<file path="src/rtl/shift_norm_ctrl.sv">
// Sequencer for the approximate-multiplier datapath: loads operands A/B, leading-one
// normalizes both, triggers the result load, then de-normalizes R by ka+kb shifts.
module shift_norm_ctrl #(
    parameter int WIDTH = 16,
    parameter int CNT_W = $clog2(WIDTH)
) (
    input  logic             clk,
    input  logic             rst,
    input  logic             start,
    input  logic             msb_a,
    input  logic             msb_b,
    output logic             ld_a,
    output logic             shen_a,
    output logic             ld_b,
    output logic             shen_b,
    output logic             ld_res,
    output logic             shen_res,
    output logic [CNT_W-1:0] cnt_a,
    output logic [CNT_W-1:0] cnt_b,
    output logic             busy,
    output logic             done,
    output logic             zero
);

    typedef enum logic [2:0] {
        IDLE,
        LOAD,
        NORM,
        MUL,
        DENORM,
        DONE
    } state_t;

    localparam logic [CNT_W-1:0] CNT_MAX = CNT_W'(WIDTH - 1);

    state_t           state, state_nxt;
    logic [CNT_W:0]   rem, rem_nxt;
    logic [CNT_W-1:0] cnt_a_nxt, cnt_b_nxt;
    logic             zero_nxt;

    always_ff @(posedge clk) begin
        if (rst) begin
            state <= IDLE;
            rem   <= '0;
            cnt_a <= '0;
            cnt_b <= '0;
            zero  <= 1'b0;
        end else begin
            state <= state_nxt;
            rem   <= rem_nxt;
            cnt_a <= cnt_a_nxt;
            cnt_b <= cnt_b_nxt;
            zero  <= zero_nxt;
        end
    end

    always_comb begin
        state_nxt = state;
        rem_nxt   = rem;
        cnt_a_nxt = cnt_a;
        cnt_b_nxt = cnt_b;
        zero_nxt  = zero;
        ld_a      = 1'b0;
        ld_b      = 1'b0;
        shen_a    = 1'b0;
        shen_b    = 1'b0;
        ld_res    = 1'b0;
        shen_res  = 1'b0;
        busy      = (state != IDLE);
        done      = (state == DONE);

        case (state)
            IDLE: begin
                if (start) begin
                    state_nxt = LOAD;
                    cnt_a_nxt = '0;
                    cnt_b_nxt = '0;
                    zero_nxt  = 1'b0;
                end
            end
            LOAD: begin
                ld_a      = 1'b1;
                ld_b      = 1'b1;
                state_nxt = NORM;
            end
            NORM: begin
                // Each operand stops on its own leading one or at the shift cap.
                shen_a = !msb_a && (cnt_a != CNT_MAX);
                shen_b = !msb_b && (cnt_b != CNT_MAX);
                if (shen_a) cnt_a_nxt = cnt_a + CNT_W'(1);
                if (shen_b) cnt_b_nxt = cnt_b + CNT_W'(1);
                if (!shen_a && !shen_b) begin
                    if ((cnt_a == CNT_MAX && !msb_a) || (cnt_b == CNT_MAX && !msb_b)) begin
                        zero_nxt  = 1'b1;
                        state_nxt = DONE;
                    end else begin
                        state_nxt = MUL;
                    end
                end
            end
            MUL: begin
                ld_res    = 1'b1;
                rem_nxt   = {1'b0, cnt_a} + {1'b0, cnt_b};
                state_nxt = (rem_nxt != '0) ? DENORM : DONE;
            end
            DENORM: begin
                shen_res = (rem != '0);
                if (shen_res) rem_nxt = rem - (CNT_W + 1)'(1);
                if (rem <= (CNT_W + 1)'(1)) state_nxt = DONE;
            end
            DONE: begin
                state_nxt = IDLE;
            end
            default: begin
                state_nxt = IDLE;
            end
        endcase
    end

endmodule

</file>
<file path="config.mk">
export PLATFORM = sky130hd
export DESIGN_NAME = shift_norm_ctrl
export DESIGN_NICKNAME = d
export VERILOG_FILES = /design/src/rtl/shift_norm_ctrl.sv
export SDC_FILE = /design/constraint.sdc
export NUM_CORES = 1
export LEC_CHECK = 0
export CAP_MARGIN = 40
export CORE_UTILIZATION = 45
export DETAILED_ROUTE_END_ITERATION = 7
export GPL_TIMING_DRIVEN = 0
export MAX_ROUTING_LAYER = met4
export PLACE_DENSITY = 0.82
export SLEW_MARGIN = 10
export SYNTH_ARGS = -nofsm -noshare
export SYNTH_HDL_FRONTEND = slang
export SYNTH_SLANG_ARGS = --single-unit
</file>
<file path="constraint.sdc">
create_clock -name clk -period 1.83 [get_ports clk]
set_input_delay 0.366 -clock clk [delete_from_list [all_inputs] [get_ports clk]]
set_output_delay 0.366 -clock clk [all_outputs]
set_load 0.01 [all_outputs]
</file>
==> metrics.md <==
| Metric | Value |
|---|---|
| Actual slew at the worst max-slew pin | `0.420 ns` |
| Worst Path Arrival | `around 2.2 ns` |
| Fmax | `518 MHz` |
| Clk buf depth | `2` |
| Die Y | `around 53 um` |
| P per Cell Area | `854 nW/um^2` |
| Count leader, synth | `dfxtp_1` |
| IO Pins | `22` |
| CTS tree | `done` |
| Vias in the first global route | `1168` |
| Post-Route Setup TNS | `-0.168 ns` |
| Clock latency at the later pin of the worst-skew pair | `~0.3 ns` |
| Ys Warns | `0` |
| Minimum clock period | `1.93 ns` |
| Initial antenna violation count | `0` |
| DR iter-0 viols | `20` |
| Synth top area share | `0.287` |
| # H-tree levels | `1` |
| Netlist cell types | `44` |
| Crit Path Class | `reg -> reg` |
| Mapped Nets | `155` |
| Status | `complete, but fails checks` |
| Post-route ant nets | `0` |
| Main flop type after synthesis | `dfxtp_1` |
| Post-synth design cell area | `between 1000 and 1500 um^2` |
| Critical path fanouts, max | `4` |
| Starting Density | `0.478` |
| Routability cong. | `0.860` |
| Setup WS post-layout | `-0.0994 ns` |
| Synth area leaders | `dfxtp_1 29%, ha_1 9.5%, nor2_1 5.1%` |
| Total Routing Usage GR | `0.267` |
| Pins Over Slew Limit | `0` |
| Sequential fraction of the synthesis area | `0.287` |
| Syn avg cell area | `8.46 um^2` |
| DR vias/cell | `between 5 and 6` |
| Clock root buffer | `clkbuf_4` |
| First-pass GRT wire length | `5300 um` |
| FFs w/ async S/R, synth | `0` |
| Port bufs | `20` |
| Static Leakage | `0.000705 uW` |
| RSZ-0062 raised after global routing | `yes` |
| Die width | `53.3 um` |
| Endpoints failing hold | `0` |
| Rel. slew slack | `0.720` |
| Finished Cell Area | `1650 um^2` |
| Drt wl/cell | `15.3 um` |
| Synth Register Bits | `17` |
| Synthesized instance count | `140` |
| Crit path capture type | `flop` |
| Worst Path Required | `approximately 2 ns` |
| Placed Area | `1430 um^2` |
| Failing checks | `negative setup slack` |
| Post-route clock skew | `~0.012 ns` |
| Core area | `2480 um^2` |
| Site Rows | `18` |
| Post-DP HPWL | `1910 um` |
| Pin count of the biggest net entering global routing | `11` |
| Ant diodes | `0` |
| Overflow after GRT | `0` |
| Post-synth top area cell | `dfxtp_1` |
| DRC | `0` |
| Post-layout net count | `approximately 190` |
| Synthesis-to-layout area growth | `39.0%` |
| CTS buffer count | `3` |
| Post-CTS Hold Buffers | `0` |
| Die area | `around 2800 um^2` |
| Clock sink total | `17` |
| Maxcap violations | `0` |
| Post-synth EDFFs | `0` |
| Share of layout cells above drive strength 1 | `0.287` |
| Final Cycle Share | `1.05` |
| Commonest cells post-synth | `17 x dfxtp_1, 16 x nor2_1, 12 x inv_1` |
| Setup crit start kind | `flop` |
| Detailed Routing Iterations Pass 1 | `4` |
| Clock Pin Slew Worst Setup and Hold Paths | `around 0.11 ns` |
| VDD IR max | `about 1000 uV` |
| HP Class | `in -> reg` |
| Via Count | `1208` |
| Final setup viols | `2` |
| DRT Wirelength | `roughly 3200 um` |
-- flip-flops by register name (all words and copies together) (netlist names) --
| register | count |
|---|---|
| state | 3 |
| rem | 5 |
| cnt_b | 4 |
| zero | 1 |
| cnt_a | 4 |
-- final timing paths --
kind	slack, ns	cells past startpoint	startpoint	to
setup / recovery	-0.1	7	cnt_b[0]$_SDFFE_PP0P_	state[0]$_SDFFE_PP0P_
hold / removal	0.43	2	rst	rem[1]$_SDFFE_PP0P_
setup reg to reg	-0.1	7	cnt_b[0]$_SDFFE_PP0P_	state[0]$_SDFFE_PP0P_
hold reg to reg	0.53	2	cnt_a[1]$_SDFFE_PP0P_	cnt_a[1]$_SDFFE_PP0P_
-- cell type report --
class / instances / area, um^2
plain buffers: 5 / 45.0
inverters: 12 / 45.0
well taps: 30 / 37.5
flip-flops and latches: 17 / 354
fillers: 192 / 831
repair buffers: 35 / 303
clock buffers: 3 / 22.5
multi-input cells: 105 / 835
clock inverters: 1 / 5.00
-- cells in the final DEF (no fill, tap or decap), drive strengths merged, types with 3 or more instances in the layout --
cell type,instances
buf,21
dfxtp,17
nor2,16
clkdlybuf4s50,12
inv,12
nand2,10
nand3,9
a21oi,9
ha,9
xor2,6
dlygate4sd2,4
clkbuf,4
and3,3
nor3,3
mux2i,3
a31oi,3
o21ai,3
-- cells by family (layout without fill, tap and decap cells) --
kind of cell,count (synthesis),in the layout,share of synthesized area
AND/OR/NAND/NOR,59,59,0.293
AO/OA/AOI/OAI,26,26,0.154
buffers and inverters,18,56,0.0771
flip-flops,17,17,0.287
adder cells (fa/ha/maj),10,10,0.112
XOR/XNOR,7,7,0.0517
multiplexers,3,3,0.0253
-- through the flow --
stage,utilization,power (uW),hold WS (ns),setup WS (ns),instances
after floorplan,-,840,0.481,0.0393,140
after CTS,0.662,1370,0.421,-0.0411,208
final,0.665,1410,0.428,-0.0994,208
after global routing,0.665,1480,0.486,-0.178,208
after global placement,0.579,1030,0.448,-0.514,190
after detailed placement,0.579,1040,0.464,-0.525,190
-- routing by layer --
metal,wire length [um],track usage,up-vias
met5,0,-,-
met4,176,0.171,0
met3,135,0.0345,19
met2,1480,0.423,42
met1,1400,0.316,574
li1,-,-,573
-- power by group --
part           total (uW)  switching (uW)  internal (uW)
Clock                 207             125           81.6
Combinational         747             370            377
Sequential            452            42.6            410
Total                1410             538            869
-- critical path: stages (launching register included) --
cell and delay (ns):
dfxtp_4 0.41, ha_4 0.15, inv_2 0.04, fa_2 0.38, xnor2_2 0.15, nor4bb_1 0.28
o2111ai_1 0.19, a221oi_2 0.27
-- timing repair --
item | 4_1_cts | 5_1_grt
pin swaps | 11 | 0
cloned | 0 | 0
setup buffers | 15 | 0
endpoints found under the setup margin | 9 | 6
endpoints found under the hold margin | 0 | 0
gates resized for setup | 32 | 6
(Power assumes the default switching activity.)
